`src/rtl/int_arbiter_if.sv`:
```
// ---------------------------------------------------------------------------
// int_arbiter_if
// Bundles the interrupt request, configuration and CPU handshake signals
// that connect the interrupt arbiter to the processor control logic.
//
// Signals
//   irq_req      [3:0]  level requests, one per source (kbd, display, timer, ext)
//   irq_en       [3:0]  per-source global enable mask
//   cfg_we              priority register write strobe
//   cfg_sel      [1:0]  source index to write
//   cfg_pri      [2:0]  priority value to write
//   psr_pri      [2:0]  current processor priority level
//   int_ack             control FSM takes the offered interrupt
//   rti_done            return from an interrupt service routine completed
//   int_pending         an interrupt is offered to the CPU
//   int_vector   [7:0]  vector of the offered source
//   int_priority [2:0]  priority of the offered source
//   in_service   [3:0]  sources currently being serviced
//
// Modports
//   master : processor side, drives requests / config / handshake
//   slave  : arbiter side, drives the offer and in-service mask
// ---------------------------------------------------------------------------
interface int_arbiter_if;
   logic [3:0] irq_req;
   logic [3:0] irq_en;
   logic       cfg_we;
   logic [1:0] cfg_sel;
   logic [2:0] cfg_pri;
   logic [2:0] psr_pri;
   logic       int_ack;
   logic       rti_done;
   logic       int_pending;
   logic [7:0] int_vector;
   logic [2:0] int_priority;
   logic [3:0] in_service;

   modport master (
      output irq_req, irq_en, cfg_we, cfg_sel, cfg_pri, psr_pri, int_ack, rti_done,
      input  int_pending, int_vector, int_priority, in_service
   );

   modport slave (
      input  irq_req, irq_en, cfg_we, cfg_sel, cfg_pri, psr_pri, int_ack, rti_done,
      output int_pending, int_vector, int_priority, in_service
   );
endinterface

```
`src/rtl/int_arbiter.sv`:
```
// ---------------------------------------------------------------------------
// int_arbiter
// Four-source prioritised interrupt arbiter. Each source has a programmable
// 3-bit priority. A source competes when it requests, is enabled, is not
// already in service and its priority is strictly above the processor
// priority level. The winner is offered to the CPU through int_pending /
// int_vector / int_priority until it is acknowledged, withdrawn, or beaten
// by a strictly higher-priority source. Acknowledged sources are tracked in
// in_service so nested interrupts of higher priority can still be offered;
// rti_done retires the highest-priority serviced source.
//
// Ports
//   clk   system clock, all state changes on the rising edge
//   rst   synchronous active-high reset
//   bus   int_arbiter_if.slave, see the interface file for the signal list
// ---------------------------------------------------------------------------
module int_arbiter (
   input logic          clk,
   input logic          rst,
   int_arbiter_if.slave bus
);

   typedef enum logic [1:0] {
      IDLE = 2'd0,
      PEND = 2'd1,
      ACKD = 2'd2
   } state_t;

   state_t     state;
   state_t     state_next;

   logic [2:0] pri_q [4];

   logic       pending_q;
   logic       pending_d;
   logic [1:0] idx_q;
   logic [1:0] idx_d;
   logic [7:0] vec_q;
   logic [7:0] vec_d;
   logic [2:0] prio_q;
   logic [2:0] prio_d;
   logic [3:0] isv_q;
   logic [3:0] isv_d;

   logic [3:0] cand;
   logic       win_found;
   logic [1:0] win_idx;
   logic [2:0] win_pri;

   logic       svc_found;
   logic [1:0] svc_idx;
   logic [2:0] svc_pri;
   logic [3:0] rti_clear;

   // Candidate qualification. Priority 0 can never exceed psr_pri, so it
   // drops out naturally from the strict comparison.
   always_comb begin
      cand = '0;
      for (int i = 0; i < 4; i++) begin
         cand[i] = bus.irq_req[i] & bus.irq_en[i] & ~isv_q[i] &
                   (pri_q[i] > bus.psr_pri);
      end
   end

   // Winner search. Scanning from the highest index down with >= lets a
   // lower index overwrite an equal-priority result, so ties go to the
   // lowest index.
   always_comb begin
      win_found = 1'b0;
      win_idx   = 2'd0;
      win_pri   = 3'd0;
      for (int i = 3; i >= 0; i--) begin
         if (cand[i] && (!win_found || pri_q[i] >= win_pri)) begin
            win_found = 1'b1;
            win_idx   = 2'(i);
            win_pri   = pri_q[i];
         end
      end
   end

   // Pick the serviced source that rti_done retires: the highest-priority
   // bit in in_service, ties to the lowest index, same scan as above.
   always_comb begin
      svc_found = 1'b0;
      svc_idx   = 2'd0;
      svc_pri   = 3'd0;
      for (int i = 3; i >= 0; i--) begin
         if (isv_q[i] && (!svc_found || pri_q[i] >= svc_pri)) begin
            svc_found = 1'b1;
            svc_idx   = 2'(i);
            svc_pri   = pri_q[i];
         end
      end
      rti_clear = (bus.rti_done && svc_found) ? (4'b0001 << svc_idx) : 4'b0000;
   end

   // Next-state and next-output logic. The rti clear is folded into the
   // default so an acknowledge in the same cycle sets its bit on top of it.
   always_comb begin
      state_next = state;
      idx_d      = idx_q;
      vec_d      = vec_q;
      prio_d     = prio_q;
      isv_d      = isv_q & ~rti_clear;
      pending_d  = 1'b0;

      case (state)
         IDLE: begin
            if (win_found) begin
               idx_d      = win_idx;
               vec_d      = {6'b100000, win_idx};
               prio_d     = win_pri;
               state_next = PEND;
            end
         end
         PEND: begin
            // The ack wins over withdrawal and re-latch, and always refers to
            // the source latched before this edge.
            if (bus.int_ack) begin
               isv_d[idx_q] = 1'b1;
               state_next   = ACKD;
            end else if (!cand[idx_q]) begin
               state_next = IDLE;
            end else if (win_found && (win_pri > prio_q)) begin
               idx_d  = win_idx;
               vec_d  = {6'b100000, win_idx};
               prio_d = win_pri;
            end
         end
         ACKD: begin
            state_next = IDLE;
         end
         default: begin
            state_next = IDLE;
         end
      endcase

      pending_d = (state_next == PEND);
   end

   // State and offer registers; reset overrides every other input.
   always_ff @(posedge clk) begin
      if (rst) begin
         state     <= IDLE;
         pending_q <= 1'b0;
         idx_q     <= 2'd0;
         vec_q     <= 8'h00;
         prio_q    <= 3'd0;
         isv_q     <= 4'b0000;
      end else begin
         state     <= state_next;
         pending_q <= pending_d;
         idx_q     <= idx_d;
         vec_q     <= vec_d;
         prio_q    <= prio_d;
         isv_q     <= isv_d;
      end
   end

   // Per-source priority registers. A write is only seen by the arbitration
   // logic from the following cycle.
   always_ff @(posedge clk) begin
      if (rst) begin
         pri_q[0] <= 3'd4;
         pri_q[1] <= 3'd3;
         pri_q[2] <= 3'd2;
         pri_q[3] <= 3'd1;
      end else if (bus.cfg_we) begin
         pri_q[bus.cfg_sel] <= bus.cfg_pri;
      end
   end

   assign bus.int_pending  = pending_q;
   assign bus.int_vector   = vec_q;
   assign bus.int_priority = prio_q;
   assign bus.in_service   = isv_q;

endmodule
```
`src/flat_wrapper.sv`:
```
// flat-port wrapper written by rule: the top's interface ports become plain ports
module int_arbiter_flat 
  (clk, rst, bus_irq_req, bus_irq_en, bus_cfg_we, bus_cfg_sel, bus_cfg_pri, bus_psr_pri, bus_int_ack, bus_rti_done, bus_int_pending, bus_int_vector, bus_int_priority, bus_in_service);
  int_arbiter_if bus_i ();
  input logic clk;
  input logic rst;
  input wire logic [$bits(bus_i.irq_req)-1:0] bus_irq_req;
  input wire logic [$bits(bus_i.irq_en)-1:0] bus_irq_en;
  input wire logic [$bits(bus_i.cfg_we)-1:0] bus_cfg_we;
  input wire logic [$bits(bus_i.cfg_sel)-1:0] bus_cfg_sel;
  input wire logic [$bits(bus_i.cfg_pri)-1:0] bus_cfg_pri;
  input wire logic [$bits(bus_i.psr_pri)-1:0] bus_psr_pri;
  input wire logic [$bits(bus_i.int_ack)-1:0] bus_int_ack;
  input wire logic [$bits(bus_i.rti_done)-1:0] bus_rti_done;
  output wire logic [$bits(bus_i.int_pending)-1:0] bus_int_pending;
  output wire logic [$bits(bus_i.int_vector)-1:0] bus_int_vector;
  output wire logic [$bits(bus_i.int_priority)-1:0] bus_int_priority;
  output wire logic [$bits(bus_i.in_service)-1:0] bus_in_service;
  assign bus_i.irq_req = bus_irq_req;
  assign bus_i.irq_en = bus_irq_en;
  assign bus_i.cfg_we = bus_cfg_we;
  assign bus_i.cfg_sel = bus_cfg_sel;
  assign bus_i.cfg_pri = bus_cfg_pri;
  assign bus_i.psr_pri = bus_psr_pri;
  assign bus_i.int_ack = bus_int_ack;
  assign bus_i.rti_done = bus_rti_done;
  assign bus_int_pending = bus_i.int_pending;
  assign bus_int_vector = bus_i.int_vector;
  assign bus_int_priority = bus_i.int_priority;
  assign bus_in_service = bus_i.in_service;
  int_arbiter u_core (.clk(clk), .rst(rst), .bus(bus_i));
endmodule
```
`config.mk`:
```
export PLATFORM = sky130hd
export DESIGN_NAME = int_arbiter_flat
export DESIGN_NICKNAME = d
export VERILOG_FILES = /design/src/rtl/int_arbiter_if.sv /design/src/rtl/int_arbiter.sv /design/src/flat_wrapper.sv
export SDC_FILE = /design/constraint.sdc
export NUM_CORES = 1
export LEC_CHECK = 0
export BUFFER_PORTS_ARGS = -buffer_cell sky130_fd_sc_hd__buf_2
export CORE_MARGIN = 2
export CORE_UTILIZATION = 45
export DETAILED_ROUTE_END_ITERATION = 16
export HOLD_SLACK_MARGIN = 0.02
export PLACE_DENSITY_LB_ADDON = 0.12
export SYNTH_ARGS = -nofsm -noshare
export SYNTH_HDL_FRONTEND = slang
export SYNTH_SLANG_ARGS = --single-unit
```
`constraint.sdc`:
```
create_clock -name clk -period 5.57 [get_ports clk]
set_input_delay 0.2785 -clock clk [delete_from_list [all_inputs] [get_ports clk]]
set_output_delay 0.2785 -clock clk [all_outputs]
set_load 0.005 [all_outputs]
```
==> flow_results.org <==
** Run status
- The flow ran to the end, but the final reports show violations.
- Violated checks :: setup timing

** Clock network
- Count of hold-fix buffers inserted at cts :: 0
- TritonCTS created 3 clock buffers.
- After clock tree synthesis, the clock-pin slew on the worst setup and hold paths is 0.09 ns.
- CTS placed an instance of sky130_fd_sc_hd__clkbuf_8 at the clock tree root.
- Count of H-tree levels built during CTS :: 1
- Counting every sink on the clock net gives 25.
- At the later pin of the worst-skew pair, clock insertion delay measures 0.27 ns.
- CTS tree :: done
- The longest clock path from root to sink contains 2 buffers.

** Critical path
- CP Data Required Time :: 5.78 ns
- The largest individual stage delay along the critical path comes from the cell sky130_fd_sc_hd__edfxtp_1.
- Tracing the worst setup path back leads to its startpoint at u_core.pri_q[3][2].
- Sort of element at the end of the critical path :: flip-flop
- STA classifies the critical path startpoint as a flip-flop.
- Type of the worst setup path :: reg -> reg
- The worst register-to-register path begins at u_core.pri_q[3][2].
- Delay of the slowest cell on the worst path :: ~0.46 ns
- In this run the worst path has a maximum fanout of 4.
- Crit path arrival time :: 6.09 ns
- Among the stages of the critical path, the cell type that occurs most often is sky130_fd_sc_hd__a21oi_2.

** Route
- Wire length on met3 :: about 190 µm
- In the detailed route, the total length drawn on met2 is 2.57 mm.
- Via-to-Cell Ratio :: 5.55
- Total routed wirelength :: 5.59 mm
- Average detailed-routed wire length per instance :: 15.3 µm
- Number of nets with antenna violations after detailed routing :: 0
- After detailed routing, the wire length on met1 is 2.78 mm.
- In this run, the number of DRC markers left after iteration 0 of detailed routing was 97.
- Top routing layer used :: met4
- Vias after detailed routing :: ~2000
- For this run, design rule violations remaining after detail routing come to 0.
- For this run, the detailed router's first-pass iteration total came to 4.

** Finish
- Commonest cells after routing, fill and taps aside :: sky130_fd_sc_hd__buf_4, sky130_fd_sc_hd__ha_1, sky130_fd_sc_hd__buf_2
- Measured on the finished design, the core utilization comes to roughly three fifths.
- Number of inserted diodes :: 0
- Relative to the synthesized area, the layout overhead comes to 30.3%.
- Most common cell after layout, fill and taps aside :: sky130_fd_sc_hd__buf_4
- Final-stage net count :: 366
- With fillers left out, the area of the finished cells amounts to 0.00280 mm².
- The post-route netlist has 36.7% of its cells at a drive strength greater than 1.

** Floorplan
- The die covers approximately 0.0053 mm².
- Number of core rows :: 25
- The floorplan step set the die height to between 70 and 80 µm.
- Core Area :: 0.00466 mm²
- Pin placement for this block handled 37 I/O pins.
- The initial utilization of the core area, before any placement, comes to 46.1%.
- Die X :: 73.1 µm

** Placement
- OpenSTA, run right after detailed placement, puts the worst setup slack at -0.289 ns.
- GPL Wtd Cong :: 0.900
- Instance area after placement :: 0.00260 mm²
- Number of port buffers :: 31
- After legalization and detailed placement, the total HPWL measured 4.47 mm.

** Synthesis
- Synthesized instance count :: 241
- Among all flip-flop cells after synthesis, the most frequent one is sky130_fd_sc_hd__dfxtp_1.
- Yosys printed 0 warnings.
- The synthesized netlist contains 51 unique library cells.
- Fraction of the yosys area taken by sequential cells :: 28.9%
- The synthesized design contains 12 enable-type register cells.
- Counting flops and latches in the post-synthesis netlist gives 25.
- Post-synth design cell area :: 0.00215 mm²
- After synthesis, the share of flip-flops with an asynchronous set or reset is 0%.
- In this run the mean area of a mapped cell was between 8 and 9 µm².

** Timing
- Setup clock skew after layout :: between 0.007 and 0.008 ns
- RSZ-0062 raised after global routing :: true
- Dividing the final minimum period by the clock period gives 105%.
- After layout, the worst setup slack is -0.304 ns.
- The number of hold violations in the final report is 0.
- Maximum achievable frequency :: approximately 170 MHz
- The smallest clock period supported by the final layout is computed as roughly 5.9 ns.
- The final max-slew violation count came to 0.
- In this run the tightest slew margin relative to its limit is roughly 51%.
- Setup violations remaining at the end of the flow were counted as 6.
- The tightest hold path in the finished design has a slack of 0.302 ns.
- At the pin with the least slew margin, the transition time is 0.736 ns.

** Global route
- Maximum number of pins on one net before global-route repair :: 16
- In the global route stage, overall resource usage came out at 21.6%.
- The via count of the first global-routing pass is 1899.
- The first global-routing pass estimated 8.87 mm of wire.
- Remaining Overflow, GRT :: 0
- Number of antenna violations at the first check in global routing :: 0

** Min path
- In this run the most critical hold path is launched from bus_int_ack.
- The min-delay analysis places its worst path in the category in -> reg.

** Job
- MaxCap Viol Count :: 0

** Pwr
- Summed over all cells, the static leakage comes to 1.21 nW.
- The worst-case IR drop observed on VDD is 0.130 mV.
- Total power divided by cell area :: 203 mW/mm²
- After layout, the design draws a total of roughly 0.57 mW.
-- metrics by stage --
step | TNS [ns] | instances
after CTS | -0.935 | 362
after global placement | -0.707 | 351
after detailed placement | -1.58 | 351
after global routing | -3.20 | 365
after floorplan | 0 | 245
final | -1.55 | 365
-- flip-flops by register name, indices dropped and copies added (netlist names) --
register,cells
u_core.pri_q,12
u_core.bus.int_vector,2
u_core.bus.int_pending,1
u_core.bus.in_service,4
u_core.idx_q,1
u_core.state,2
u_core.bus.int_priority,3
-- cell type report --
class / count / area [µm²]
fill: 437 / 1860
inverter: 14 / 57.6
timing repair buffer: 69 / 444
tap: 54 / 67.6
sequential: 25 / 621
clock buffer: 3 / 41.3
clock inverter: 1 / 5.00
multi-input combinational: 199 / 1570
-- cells in the mapped netlist, types with 4 or more instances --
| master | instances | area [µm²] |
|---|---|---|
| sky130_fd_sc_hd__inv_1 | 12 | 45.0 |
| sky130_fd_sc_hd__o21ai_0 | 8 | 40.0 |
| sky130_fd_sc_hd__nand2_1 | 24 | 90.1 |
| sky130_fd_sc_hd__nand2b_1 | 12 | 75.1 |
| sky130_fd_sc_hd__dfxtp_1 | 13 | 260 |
| sky130_fd_sc_hd__nor3_1 | 6 | 30.0 |
| sky130_fd_sc_hd__nand3_1 | 7 | 35.0 |
| sky130_fd_sc_hd__buf_4 | 5 | 37.5 |
| sky130_fd_sc_hd__a21o_1 | 7 | 52.6 |
| sky130_fd_sc_hd__o21a_1 | 5 | 37.5 |
| sky130_fd_sc_hd__a21oi_1 | 19 | 95.1 |
| sky130_fd_sc_hd__edfxtp_1 | 12 | 360 |
| sky130_fd_sc_hd__or2_2 | 4 | 25.0 |
| sky130_fd_sc_hd__and2_1 | 9 | 56.3 |
| sky130_fd_sc_hd__nor2_1 | 13 | 48.8 |
| sky130_fd_sc_hd__ha_1 | 33 | 413 |
-- power breakdown --
group          total (mW)  internal (mW)  switching, mW  leakage [nW]
clock               0.110         0.0501         0.0597        0.0255
combinational       0.232          0.116          0.116         0.965
sequential          0.226          0.208         0.0174         0.224
-- kinds of logic after synthesis --
family | share of synthesized area, %
fa+ha+maj | 19.2
buf+inv | 5.12
compound gates | 22.5
simple gates | 22.1
other cells | 0.174
flops | 28.9
mux | 2.09
-- per-layer routing --
metal	vias up	GRT usage, %
li1	1024	-
met1	948	30.7
met2	48	35.0
met3	7	2.90
met4	0	4.32
met5	-	0
-- timing repair --
item | 4_1_cts | 5_1_grt
pin swaps | 11 | 11
setup endpoints to repair | 6 | 6
setup buffers | 7 | 3
gates resized for setup | 2 | 18
-- final timing paths --
path | end | cells past startpoint | slack, ns
hold reg to reg | u_core.bus.int_vector[7] | 1 | 0.48
setup reg to reg | u_core.bus.int_vector[1] | 33 | -0.30
setup / recovery | u_core.bus.int_vector[1] | 33 | -0.30
hold / removal | u_core.state[1] | 3 | 0.30
-- worst max-delay path, delay by kind of cell (launching register included) --
family / cells / cell delay [ns]
DFF: 1 / 0.46
AOI/OAI and AO/OA: 18 / 2.76
buffers and inverters: 1 / 0.15
adders and majority gates: 5 / 1.35
and+or+nand+nor: 9 / 1.08
No activity file was read; power rests on OpenSTA's default activity.
